`config.mk`:
```
export PLATFORM = sky130hd
export DESIGN_NAME = fetch_unit
export DESIGN_NICKNAME = d
export VERILOG_FILES = /design/src/rtl/fetch_unit_pkg.sv /design/src/rtl/fetch_unit_if_id_reg.sv /design/src/rtl/fetch_unit.sv
export SDC_FILE = /design/constraint.sdc
export NUM_CORES = 1
export LEC_CHECK = 0
export CORE_MARGIN = 2
export CORE_UTILIZATION = 40
export CTS_CLUSTER_SIZE = 40
export DETAILED_ROUTE_END_ITERATION = 16
export DONT_BUFFER_PORTS = 1
export PLACE_DENSITY = 0.57
export SETUP_SLACK_MARGIN = 0.02
export SKIP_LAST_GASP = 1
export SLEW_MARGIN = 5
export SYNTH_ARGS = -nofsm -noshare
export SYNTH_HDL_FRONTEND = slang
export SYNTH_SLANG_ARGS = --single-unit
```
`constraint.sdc`:
```
create_clock -name clk -period 5.46 [get_ports clk]
set_clock_uncertainty 0.1 [all_clocks]
set_input_delay 1.092 -clock clk [delete_from_list [all_inputs] [get_ports clk]]
set_output_delay 1.092 -clock clk [all_outputs]
set_load 0.02 [all_outputs]
```
`src/rtl/fetch_unit_pkg.sv`:
```
// Shared pipeline types for the fetch stage.
// Holds the IF/ID bundle, fetch FSM states and opcodes.
package fetch_unit_pkg;

  localparam int IF_ADDR_W  = 16;
  localparam int IF_INSTR_W = 16;

  localparam logic [3:0] OP_HLT = 4'b1111;
  localparam logic [3:0] OP_BEQ = 4'b1100;
  localparam logic [3:0] OP_BNE = 4'b1101;

  typedef enum logic [1:0] {
    FETCH,
    DRAIN,
    HALT
  } fetch_state_e;

  typedef struct packed {
    logic [IF_INSTR_W-1:0] instr;
    logic [IF_ADDR_W-1:0]  pc_plus2;
    logic                  valid;
  } if_id_t;

  localparam if_id_t IF_ID_BUBBLE = '0;

endpackage

```
`src/rtl/fetch_unit_if_id_reg.sv`:
```
// IF/ID pipeline register.
// Squash beats load; neither means hold.
module fetch_unit_if_id_reg
  import fetch_unit_pkg::*;
(
  input  logic   clk,
  input  logic   rst,
  input  logic   load_i,
  input  logic   squash_i,
  input  if_id_t d_i,
  output if_id_t q_o
);

  if_id_t q_q;

  // capture, squash to bubble, or hold
  always_ff @(posedge clk) begin
    if (rst) begin
      q_q <= IF_ID_BUBBLE;
    end else if (squash_i) begin
      q_q <= IF_ID_BUBBLE;
    end else if (load_i) begin
      q_q <= d_i;
    end
  end

  assign q_o = q_q;

endmodule

```
`src/rtl/fetch_unit.sv`:
```
// Instruction fetch stage: PC, fetch FSM, IF/ID.
// Redirects during a miss wait in DRAIN for the fill.
module fetch_unit
  import fetch_unit_pkg::*;
#(
  parameter int          ADDR_W     = IF_ADDR_W,
  parameter int          INSTR_W    = IF_INSTR_W,
  parameter logic [15:0] RESET_PC   = 16'h0000,
  parameter logic [3:0]  HLT_OPCODE = OP_HLT
) (
  input  logic               clk,
  input  logic               rst,
  input  logic               stall_decode,
  input  logic               flush,
  input  logic [ADDR_W-1:0]  branch_target,
  output logic               imem_req,
  output logic [ADDR_W-1:0]  imem_addr,
  input  logic               imem_valid,
  input  logic [INSTR_W-1:0] imem_rdata,
  output logic [INSTR_W-1:0] d_instr,
  output logic [ADDR_W-1:0]  d_pc_plus2,
  output logic               d_valid,
  output logic               halted
);

  fetch_state_e      state_q, state_d;
  logic [ADDR_W-1:0] pc_q, pc_d;
  logic [ADDR_W-1:0] redir_q, redir_d;
  logic [ADDR_W-1:0] pc_plus2;
  logic              is_hlt;
  logic              load;
  logic              squash;
  if_id_t            if_id_in;
  if_id_t            if_id_q;

  assign pc_plus2 = pc_q + ADDR_W'(2);
  assign is_hlt   = (imem_rdata[INSTR_W-1 -: 4] == HLT_OPCODE);

  assign if_id_in = '{
    instr:    imem_rdata,
    pc_plus2: pc_plus2,
    valid:    1'b1
  };

  // next state; priority flush > stall > accept
  always_comb begin
    state_d = state_q;
    pc_d    = pc_q;
    redir_d = redir_q;
    load    = 1'b0;
    squash  = 1'b0;
    unique case (state_q)
      FETCH: begin
        if (flush) begin
          squash = 1'b1;
          if (imem_valid) begin
            pc_d = branch_target;
          end else begin
            redir_d = branch_target;
            state_d = DRAIN;
          end
        end else if (!stall_decode && imem_valid) begin
          load = 1'b1;
          if (is_hlt) begin
            state_d = HALT;
          end else begin
            pc_d = pc_plus2;
          end
        end
      end
      DRAIN: begin
        squash = flush || !stall_decode;
        if (flush) begin
          redir_d = branch_target;
        end
        if (imem_valid) begin
          pc_d    = flush ? branch_target : redir_q;
          state_d = FETCH;
        end
      end
      HALT: begin
        if (flush) begin
          squash  = 1'b1;
          pc_d    = branch_target;
          state_d = FETCH;
        end
      end
      default: begin
        state_d = FETCH;
      end
    endcase
  end

  // PC, FSM state and pending redirect
  always_ff @(posedge clk) begin
    if (rst) begin
      state_q <= FETCH;
      pc_q    <= ADDR_W'(RESET_PC);
      redir_q <= '0;
    end else begin
      state_q <= state_d;
      pc_q    <= pc_d;
      redir_q <= redir_d;
    end
  end

  fetch_unit_if_id_reg u_if_id (
    .clk      (clk),
    .rst      (rst),
    .load_i   (load),
    .squash_i (squash),
    .d_i      (if_id_in),
    .q_o      (if_id_q)
  );

  assign imem_req   = (state_q != HALT);
  assign imem_addr  = pc_q;
  assign halted     = (state_q == HALT);
  assign d_instr    = if_id_q.instr;
  assign d_pc_plus2 = if_id_q.pc_plus2;
  assign d_valid    = if_id_q.valid;

endmodule

```
# Yosys cells after proc, flatten, opt, wreduce, memory -nomap -nowiden
# Cells that the tools add are included.
# W data, S select, Z words.
[totals]
regBits = 67
latchBits = 0
ram_bits = 0
rom_bits = 0
output_inout_bits = 51
elab_cells = 54
mem_count = 0
[op_classes]
n_addsub = 1
multipliers = 0
div_mod_pow = 0
order_cmp = 0
eq_ne = 13
shifts = 0
muxes = 23
n_bitwise = 0
n_reduce_logical = 11
[op_table]
columns = ["cell", "count"]
rows = [
  ["$mux W16", 9],
  ["$pmux W16 S3", 1],
  ["$pmux W16 S2", 1],
  ["$add A16 B2 Y16 const B", 1],
  ["$ne A3 B3 Y1 const B", 5],
  ["$mux W2", 6],
  ["$ne A2 B2 Y1 const B", 5],
  ["$pmux W2 S3", 1],
  ["$reduce_and A6 Y1", 1],
  ["$reduce_and A5 Y1", 1],
  ["$eq A4 B4 Y1 const B", 1],
  ["$mux W1", 4],
  ["$reduce_or A2 Y1", 2],
  ["$reduce_and A3 Y1", 1],
  ["$reduce_bool A3 Y1", 1],
  ["$eq A2 B1 Y1 const B", 1],
  ["$eq A2 B2 Y1 const B", 1],
  ["$logic_not A2 Y1", 1],
  ["$pmux W1 S2", 1],
  ["$reduce_bool A2 Y1", 1],
  ["$logic_and A1 B1 Y1", 1],
  ["$logic_not A1 Y1", 1],
  ["$logic_or A1 B1 Y1", 1],
]

# Depth between registers and ports, before layout
# Gate-level depths: netlist (run 1).
[depth]
depth_word = 5
ltp_mapped = 8
mapped_depth_nobuf = 6

# Hierarchy
# Synthesis (run 1) repeated with hierarchy kept, for this count alone.
[hier_totals]
cells_unflattened = 391
hier_area_um2 = 3477.1
[by_module_without_submodules]
columns = ["module", "n_inst", "cells_per_inst", "area_each_um2"]
rows = [
  ["fetch_unit", 1, 283, 2258.4],
  ["fetch_unit_if_id_reg", 1, 108, 1218.7],
]

# Worst setup path before layout (run 1)
# OpenSTA, ideal clock, no wires.
[synth_timing]
path_kind = "input to register"
from = "input stall_decode"
to = "register pc_q[12], in the netlist imem_addr[12]"
arrival_ns = 2.175
slack_ns = 3.050
stages = 5
path_buffers = 1
cell_sequence = "nand2b_1 -> a2111o_1 -> nor2_4 -> buf_4 -> o32ai_1"
[synth_via]
elab_chain_len = 4
[synth_rtl]
columns = ["element", "line_no", "source"]
rows = [
  ["from (decl)", "fetch_unit.sv:13", "input logic stall_decode,"],
  ["$logic_not A1 Y1", "fetch_unit.sv:62", "end else if (!stall_decode && imem_valid) begin"],
  ["$logic_and A1 B1 Y1", "fetch_unit.sv:62", ""],
  ["$ne A3 B3 Y1 (no line)", "-", ""],
  ["$reduce_and A6 Y1 (no line)", "-", ""],
  ["to (signal assigned)", "fetch_unit.sv:98", "pc_q <= ADDR_W'(RESET_PC);"],
  ["to (signal assigned)", "fetch_unit.sv:102", "pc_q <= pc_d;"],
  ["to (decl)", "fetch_unit.sv:27", "logic [ADDR_W-1:0] pc_q, pc_d;"],
]
# No other way between the ends.
# A chain may end at the register's enable or synchronous reset.

# Final worst setup path (run 1)
[layout_timing]
from = "register state_q[0]"
to = "output imem_req"
[layout_via]
elab_chain_len = 1
[layout_rtl]
columns = ["element", "line_no", "source"]
rows = [
  ["from (decl)", "fetch_unit.sv:26", "fetch_state_e state_q, state_d;"],
  ["from (signal assigned)", "fetch_unit.sv:101", "state_q <= state_d;"],
  ["$ne A2 B2 Y1", "fetch_unit.sv:116", "assign imem_req = (state_q != HALT);"],
  ["to (decl)", "fetch_unit.sv:16", "output logic imem_req,"],
]
# No other way between the ends.

==> metrics.txt, run 1 <==
Final Util=43.5%; Inserted Clock Buffers=9; peak per-stage delay on the critical path=0.65 ns; CTS tree=yes; Tightest Pin Transition=1.12 ns; via-per-instance ratio=5.68; clock tree buffer depth=2; Remaining Overflow, GRT=0; maximum fanout along the worst path=16; IO Pins=88; DRC errors left=0; post-synth top area share=35.2%; clock transition at the registers of the reported paths=0.08 ns; GP Congestion=0.836; Yosys cell types=69; pwr dens=308 nW/um2; Max Clock Freq=0.331 GHz; Tot GR Track Use=18.8%; nets@finish=471; hold_buf cts=0; Initial Util=41.2%; critical path class=flop to output port; Static Leak=0.00142 uW; area leader, netlist=dfxtp_1; worst IR drop on VDD=0.000134 V; initial antenna violation count=0; Slew Viols, Final=0; pin count of the biggest net entering global routing=56; Port Buf Inserts=0; Post-synth ARST share=0%; cells after synthesis=451; Die Area=10300 um2; Die X=102 um; share of post-route cells with drive strength above 1=10.6%; setup violators final=0; most used cell, CP=inv_1; status=finished, final reports clean; Reg area=1340 um2; CP endpoint kind=output port; Worst Path Buf+Inv=2; H-tree depth=3; die span in y=102 um; Fin. Hold Viols=0; Seq cells post-synth=67; Max Cap Violations=0; vias=3191; TritonCTS sink count=67; DRT iter0 DRCs=222; post-detail-place hpwl=6970 um; Mapped Nets=494; final wirelength=9750 um; area growth from synthesis to layout=5.58%; RSZ-0062 raised after global routing=no; global-route wire length before repair=15400 um; Root Buffer=clkbuf_8; Post-synth EDFFs=0; hold crit path type=flop to flop; CORE AREA=9240 um2; diode count=0; WP data required=4.27 ns; mapped cell area=3810 um2; setup TNS=0 ns; vias in the first global route=2942; Fillers=927; area of the multi-input gates=2220 um2; YS warnings=0; Worst setup SP type=flop; relative slew slack=25.4%; ranking of synthesized cells by area=dfxtp_1 (35%), mux2i_1 (6.3%), nand2_1 (5.9%); DR pass1 iterations=5; Synth Area per Inst=8.45 um2; post-route clock period utilization=55.3%; post-route ant nets=0; average routed wire per standard cell=17.3 um; ys flop type=dfxtp_1; clock latency on the worst-skew pair=0.35 ns; Seq/Total Area, Yosys=35.2%; Critical-path top delay cell=ha_1; Crit path max-delay family=adder cells; post-CTS sizing=0; crit path cell chain=inv_1 -> ha_1 -> inv_1; Worst EP arrival=1.83 ns; Cell Rows=35; post-layout minimum cycle time=3.02 ns; Setup Buffers After CTS=0
==> layout by cell type, fill, tap and decap left out, types with 10 or more instances in the layout <==
master | netlist | final
dfxtp_1 | 67 | 67
nand2_1 | 60 | 60
nor3_1 | 11 | 11
a21oi_1 | 37 | 37
clkbuf_8 | 0 | 10
inv_1 | 14 | 14
a211oi_1 | 19 | 19
nor2_1 | 39 | 39
xnor2_1 | 10 | 10
mux2i_1 | 24 | 24
==> registers in the layout, indices dropped and copies added (netlist names) <==
name	cells
imem_addr	16
u_if_id.q_o	33
state_q	2
redir_q	16
==> kinds of logic (layout without fill, tap and decap cells) <==
| family | count (synthesis) | in the layout | share of synthesized area (%) |
|---|---|---|---|
| and+or+nand+nor | 162 | 162 | 21.9 |
| AOI/OAI and AO/OA | 123 | 123 | 23.8 |
| DFF | 67 | 67 | 35.2 |
| buffers and inverters | 52 | 34 | 6.66 |
| muxes | 29 | 29 | 7.78 |
| xor gates and xnor gates | 12 | 12 | 2.76 |
| adders and majority gates | 6 | 6 | 1.97 |
==> layout make-up <==
cell class | instances | area share, %
clock inverter | 6 | 2.21
sequential | 67 | 33.3
multi-input combinational | 332 | 55.2
tap | 129 | 4.01
timing repair buffer | 2 | 0.373
clock buffer | 10 | 3.42
inverter | 16 | 1.49
==> Yosys cell counts, types with 2 or more instances <==
cell,instances
dfxtp_1,67
nand2_1,60
nor2_1,39
a21oi_1,37
mux2i_1,24
a211oi_1,19
buf_2,14
inv_1,14
clkbuf_1,11
nor3_1,11
xnor2_1,10
nand3_1,9
o21ai_0,9
o32ai_1,8
buf_4,7
o211ai_1,7
ha_1,6
a31oi_1,5
and4_1,5
mux2_2,5
nand4_1,5
nor2b_1,5
a211oi_2,4
nor3b_1,4
a21boi_0,3
a221oi_1,3
nand2b_1,3
nand4_2,3
nor4_1,3
o22ai_1,3
a221o_1,2
a311oi_1,2
a32oi_1,2
and3_1,2
buf_1,2
buf_6,2
nor4b_1,2
o21a_1,2
xor2_1,2
==> where the power goes <==
| part | leakage [uW] | switching [uW] | internal (uW) |
|---|---|---|---|
| Combinational | 0.000770 | 106 | 82.7 |
| Clock | 0.000108 | 201 | 269 |
| Sequential | 0.000546 | 66.3 | 516 |
| Total | 0.00142 | 373 | 868 |
==> worst min-delay path: cells and delay by family (launching register included) <==
| family | cells | cell delay [ns] |
|---|---|---|
| and+or+nand+nor | 1 | 0.07 |
| muxes | 1 | 0.07 |
| DFF | 1 | 0.33 |
==> stage by stage <==
step	total power (uW)	setup WS (ns)	hold WS [ns]	area, um2	std cells
floorplan	756	3.05	0.345	3810	451
global placement	778	2.59	0.373	3800	546
detailed placement	781	2.55	0.383	3800	546
CTS	1250	2.44	0.401	4020	562
global route	1290	2.34	0.412	4020	562
finish	1240	2.44	0.399	4020	562
==> worst paths after layout <==
kind / start / to / slack, ns / depth (start not counted)
max: state_q[0] / imem_req / 2.44 / 3
min reg2reg: redir_q[6] / redir_q[6] / 0.40 / 2
max reg2reg: state_q[0] / imem_addr[6] / 2.58 / 6
min: redir_q[6] / redir_q[6] / 0.40 / 2
==> per-layer routing <==
metal | track usage (%) | routed length (um)
met4 | 7.38 | 158
met2 | 28.9 | 4290
met5 | 0 | 0
met1 | 24.7 | 4370
met3 | 5.94 | 936
(Power assumes the default switching activity.)
==> inputs of run 2 (changes only) <==
clock period = 3.1 ns   (was 5.46 ns; I/O delays follow)
==> run 2 against run 1 <==
Utilization rose by 0.73 points. Global-route usage grew 0.68 points. Total power grew 78%. Count of clock-buffer cells in the layout is the same. Critical path depth grew 4. Via count grew 1.7%. Die area is the same. First-iteration DRC count rose by 6.8%. Combinational power up 95%. Flip-flop and latch count stayed put. Final area increased by 1.7%. Critical endpoint is now imem_addr[9]. Largest power group unchanged. Highest routed layer unchanged.
==> metrics.txt, run 2 (synthesized netlist as in run 1, its figures left out) <==
Worst Path Buf+Inv=2; Tot GR Track Use=19.5%; initial antenna violation count=0; TritonCTS sink count=67; GP Congestion=0.820; Worst EP arrival=2.56 ns; hold crit path type=input port to flop; post-route ant nets=0; Sw Pwr=667 uW; post-detail-place hpwl=7060 um; CP endpoint kind=flop; peak per-stage delay on the critical path=0.59 ns; critical path class=flop to flop; Remaining Overflow, GRT=0; diode count=0; vias=3246; Net Sw Frac=30.2%; clock latency on the worst-skew pair=0.35 ns; Critical-path top delay cell=a2111oi_4; final wirelength=9970 um; Slew Viols, Final=0; crit path cell chain=inv_1 -> ha_1 -> nor2b_4 -> a2111oi_4 -> buf_4 -> a31oi_1 -> a211oi_2; global-route wire length before repair=15900 um; worst IR drop on VDD=0.000232 V; max FFs per register=33; Static Leak=0.00147 uW; Die Area=10300 um2; Initial Util=41.2%; Crit path max-delay family=compound AO/OA/AOI/OAI gates; status=finished, final reports clean; Reg area=1340 um2; Cell Rows=35; DRT iter0 DRCs=237; relative slew slack=54.0%; Inserted Clock Buffers=9; Tightest Pin Transition=0.690 ns; Overall Power=2210 uW; Worst setup SP type=flop; most frequent cells in the layout=dfxtp_1 (67), nand2_1 (60), nor2_1 (39); DR pass1 iterations=7; cell-internal power=1540 uW; Root Buffer=clkbuf_8; WP data required=3.28 ns; nets@finish=480; hold_buf cts=0; area growth from synthesis to layout=7.35%; CORE AREA=9240 um2; post-route clock period utilization=76.8%; average routed wire per standard cell=17.5 um; clock transition at the registers of the reported paths=0.09 ns; Die X=102 um; Port Buf Inserts=0; Max Clock Freq=0.420 GHz; post-CTS sizing=0; H-tree depth=3; Flop pwr share=45.6%; pwr dens=540 nW/um2; RSZ-0062 raised after global routing=no; Fillers=920; Max Cap Violations=0; worst hold margin=0.229 ns; CTS tree=yes; Logic pwr share=16.6%; vias in the first global route=3002; setup violators final=0; DRC errors left=0; pin count of the biggest net entering global routing=56; post-layout minimum cycle time=2.38 ns; setup TNS=0 ns; maximum fanout along the worst path=8; most common cell after layout, fill and taps aside=dfxtp_1; area of the multi-input gates=2220 um2; Setup Buffers After CTS=0; clock tree buffer depth=2; share of post-route cells with drive strength above 1=12.4%; Clock power frac=37.7%; via-per-instance ratio=5.68; IO Pins=88; die span in y=102 um; Fin. Hold Viols=0; Final Util=44.3%
## run 2: cell types whose count changed in the layout (fill, tap and decap cells not counted), sizes merged
cell and change:
buf +9
## run 2: final cells by class
class                      count  area share (%)
sequential                    67            32.8
timing repair buffer          11            2.02
clock inverter                 6            2.17
multi-input combinational    332            54.3
tap                          129            3.94
clock buffer                  10            3.36
inverter                      16            1.47
## run 2: power by group through the flow
stage,Sequential (uW),Clock (uW),Combinational [uW]
after floorplan,1010,0,322
after global placement,1030,0,361
after detailed placement,1030,0,364
after CTS,1010,848,366
after global routing,1010,885,408
final,1010,833,367
## run 2: stage by stage
step           area [um2]  std cells  worst slack, ns
5_1_grt              4090        571            0.564
6_report             4090        571            0.721
3_3_place_gp         3860        555            0.858
2_1_floorplan        3810        451             1.03
3_5_place_dp         3860        555            0.762
4_1_cts              4090        571            0.742
## run 2: worst paths after layout
path / startpoint / endpoint / slack (ns) / depth (start not counted)
worst max register to register: state_q[0] / imem_addr[9] / 0.72 / 7
worst min-delay path: rst / imem_addr[4] / 0.23 / 1
worst min register to register: redir_q[13] / redir_q[13] / 0.40 / 2
worst max-delay path: state_q[0] / imem_addr[9] / 0.72 / 7
## run 2: layer usage
metal | GRT usage [%] | share of wire [%]
met4 | 6.96 | 1.2
met5 | 0 | 0
met3 | 5.45 | 9.0
met2 | 29.7 | 45
met1 | 26.5 | 45
==> inputs of run 3 (changes only) <==
PLACE_DENSITY = 0.59   (was 0.57)
clock period = 2.01 ns   (was 3.1 ns; I/O delays follow)
==> run 3 against run 2 <==
Die area unchanged. Count of clock-buffer cells in the layout is 1 lower. Sequential power grew 48%. Final area increased by 7.2%. Total power up 47%. Critical path type is now flop to output port.
==> metrics.txt, run 3 (synthesized netlist as in run 1, its figures left out) <==
GP Congestion=0.832; Logic pwr share=23.0%; Worst Path Buf+Inv=4; r2r startpoint=state_q[0]; die span in y=102 um; setup TNS=0 ns; Inserted Clock Buffers=9; Max Clock Freq=0.514 GHz; placed cell areas=4110 um2; share of post-route cells with drive strength above 1=19.0%; worst hold endpoint=imem_addr[4]; RSZ-0062 raised after global routing=yes; CORE AREA=9240 um2; area growth from synthesis to layout=15.0%; relative slew slack=65.9%; fin worst setup slack=0.0633 ns; DRC errors left=0; pre-CTS setup slack=0.0515 ns; Clock power frac=31.2%; nets@finish=511; cell-internal power=2180 uW; IO Pins=88; Crit path max-delay family=buffers and inverters; Worst Hold Depth=1; HP Start=rst; via-per-instance ratio=5.75; post-layout minimum cycle time=1.95 ns; pin count of the biggest net entering global routing=56; Remaining Overflow, GRT=0; vias=3460; post-detail-place hpwl=7370 um; Root Buffer=clkbuf_8; Die Area=10300 um2; Fin. Hold Viols=0; hold crit path type=input port to flop; Worst setup SP type=flop; Layout Cells excl Fill=602; Tot GR Track Use=20.1%; H-tree depth=3; DR pass1 iterations=5; status=finished, final reports clean; placed cells=579; worst hold margin=0.0228 ns; Slew Viols, Final=0; setup violators final=0; diode count=0; most common cell after layout, fill and taps aside=dfxtp_1; post-route ant nets=0; clock latency on the worst-skew pair=0.35 ns; crit path cell chain=inv_1 -> ha_2 -> buf_12 -> clkinvlp_4 -> buf_4; most frequent cells in the layout=dfxtp_1 (65), nand2_1 (60), nor2_1 (39); peak per-stage delay on the critical path=0.34 ns; Initial Util=41.2%; final wirelength=10500 um; Worst EP arrival=1.44 ns; CTS tree=yes; Max Cap Violations=0; TritonCTS sink count=67; Critical-path top delay cell=dfxtp_2; Port Buf Inserts=0; Cell Rows=35; Static Leak=0.00163 uW; Tightest Pin Transition=0.510 ns; Sw Pwr=1070 uW; Die X=102 um; average routed wire per standard cell=17.4 um; vias in the first global route=3118; pwr dens=741 nW/um2; Reg2Reg Depth=7; clock transition at the registers of the reported paths=0.08 ns; flop-to-flop setup slack=0.07 ns; max FFs per register=33; worst IR drop on VDD=0.000264 V; critical path class=flop to output port; global-route wire length before repair=16200 um; CP endpoint kind=output port; FF-to-FF End=imem_addr[1]; maximum fanout along the worst path=15; Flop pwr share=45.9%; clock tree buffer depth=2; Final Instance Area=4380 um2; initial antenna violation count=0; Crit path depth=5; Net Sw Frac=32.8%; WP data required=1.51 ns; post-route clock period utilization=96.9%; DRT iter0 DRCs=273
-- run 3: cell types whose count changed in the layout (fill, tap and decap cells not counted), moves of 2 or more --
cell,previous run,this run
dfxtp_2,0,2
buf_12,0,6
dfxtp_1,67,65
clkinvlp_4,2,4
buf_4,11,33
bufinv_16,2,0
inv_6,0,2
-- run 3: what timing repair did --
action,4_1_cts,5_1_grt
resized for setup,2,6
pin swaps,0,4
setup buffers,0,4
hold buffers,1,0
setup endpoints to repair,2,17
gates cloned,0,2
endpoints found under the hold margin,9,0
-- run 3: stage by stage --
step	utilization [%]	power, uW
after floorplan	-	2050
after global placement	44.5	2220
after detailed placement	44.5	2230
after CTS	46.6	3250
after global routing	47.4	3420
final	47.4	3250
-- run 3: power by group through the flow --
| stage | clock network (uW) | registers [uW] | logic [uW] |
|---|---|---|---|
| 6_report | 1010 | 1490 | 746 |
| 5_1_grt | 1110 | 1500 | 812 |
| 3_5_place_dp | 0 | 1520 | 710 |
| 2_1_floorplan | 0 | 1560 | 496 |
| 3_3_place_gp | 0 | 1520 | 703 |
| 4_1_cts | 1040 | 1490 | 722 |
-- run 3: area by class of cell --
| type | count | area (um2) |
|---|---|---|
| Clock inverter | 7 | 51.3 |
| Timing Repair Buffer | 42 | 414 |
| Sequential cell | 67 | 1340 |
| Tap cell | 129 | 161 |
| Fill cell | 908 | 4860 |
| Clock buffer | 9 | 124 |
| Inverter | 16 | 67.6 |
| Multi-Input combinational cell | 332 | 2220 |
-- run 3: layer usage --
metal	share of wire [%]	global-route usage, %
met4	1.3	7.69
met2	45	30.3
met3	7.7	5.94
met5	0	0
met1	46	26.9
-- run 3: worst max path at each step --
| stage | startpoint | to | slack (ns) |
|---|---|---|---|
| 2_1_floorplan | imem_addr[1] | imem_addr[15] | 0.02 |
| 3_3_place_gp | state_q[1] | imem_addr[7] | 0.13 |
| 3_5_place_dp | state_q[1] | imem_addr[7] | 0.05 |
| 4_1_cts | state_q[0] | imem_req | 0.04 |
| 5_1_grt | state_q[0] | imem_addr[1] | -0.01 |
| 6_report | state_q[0] | imem_req | 0.06 |
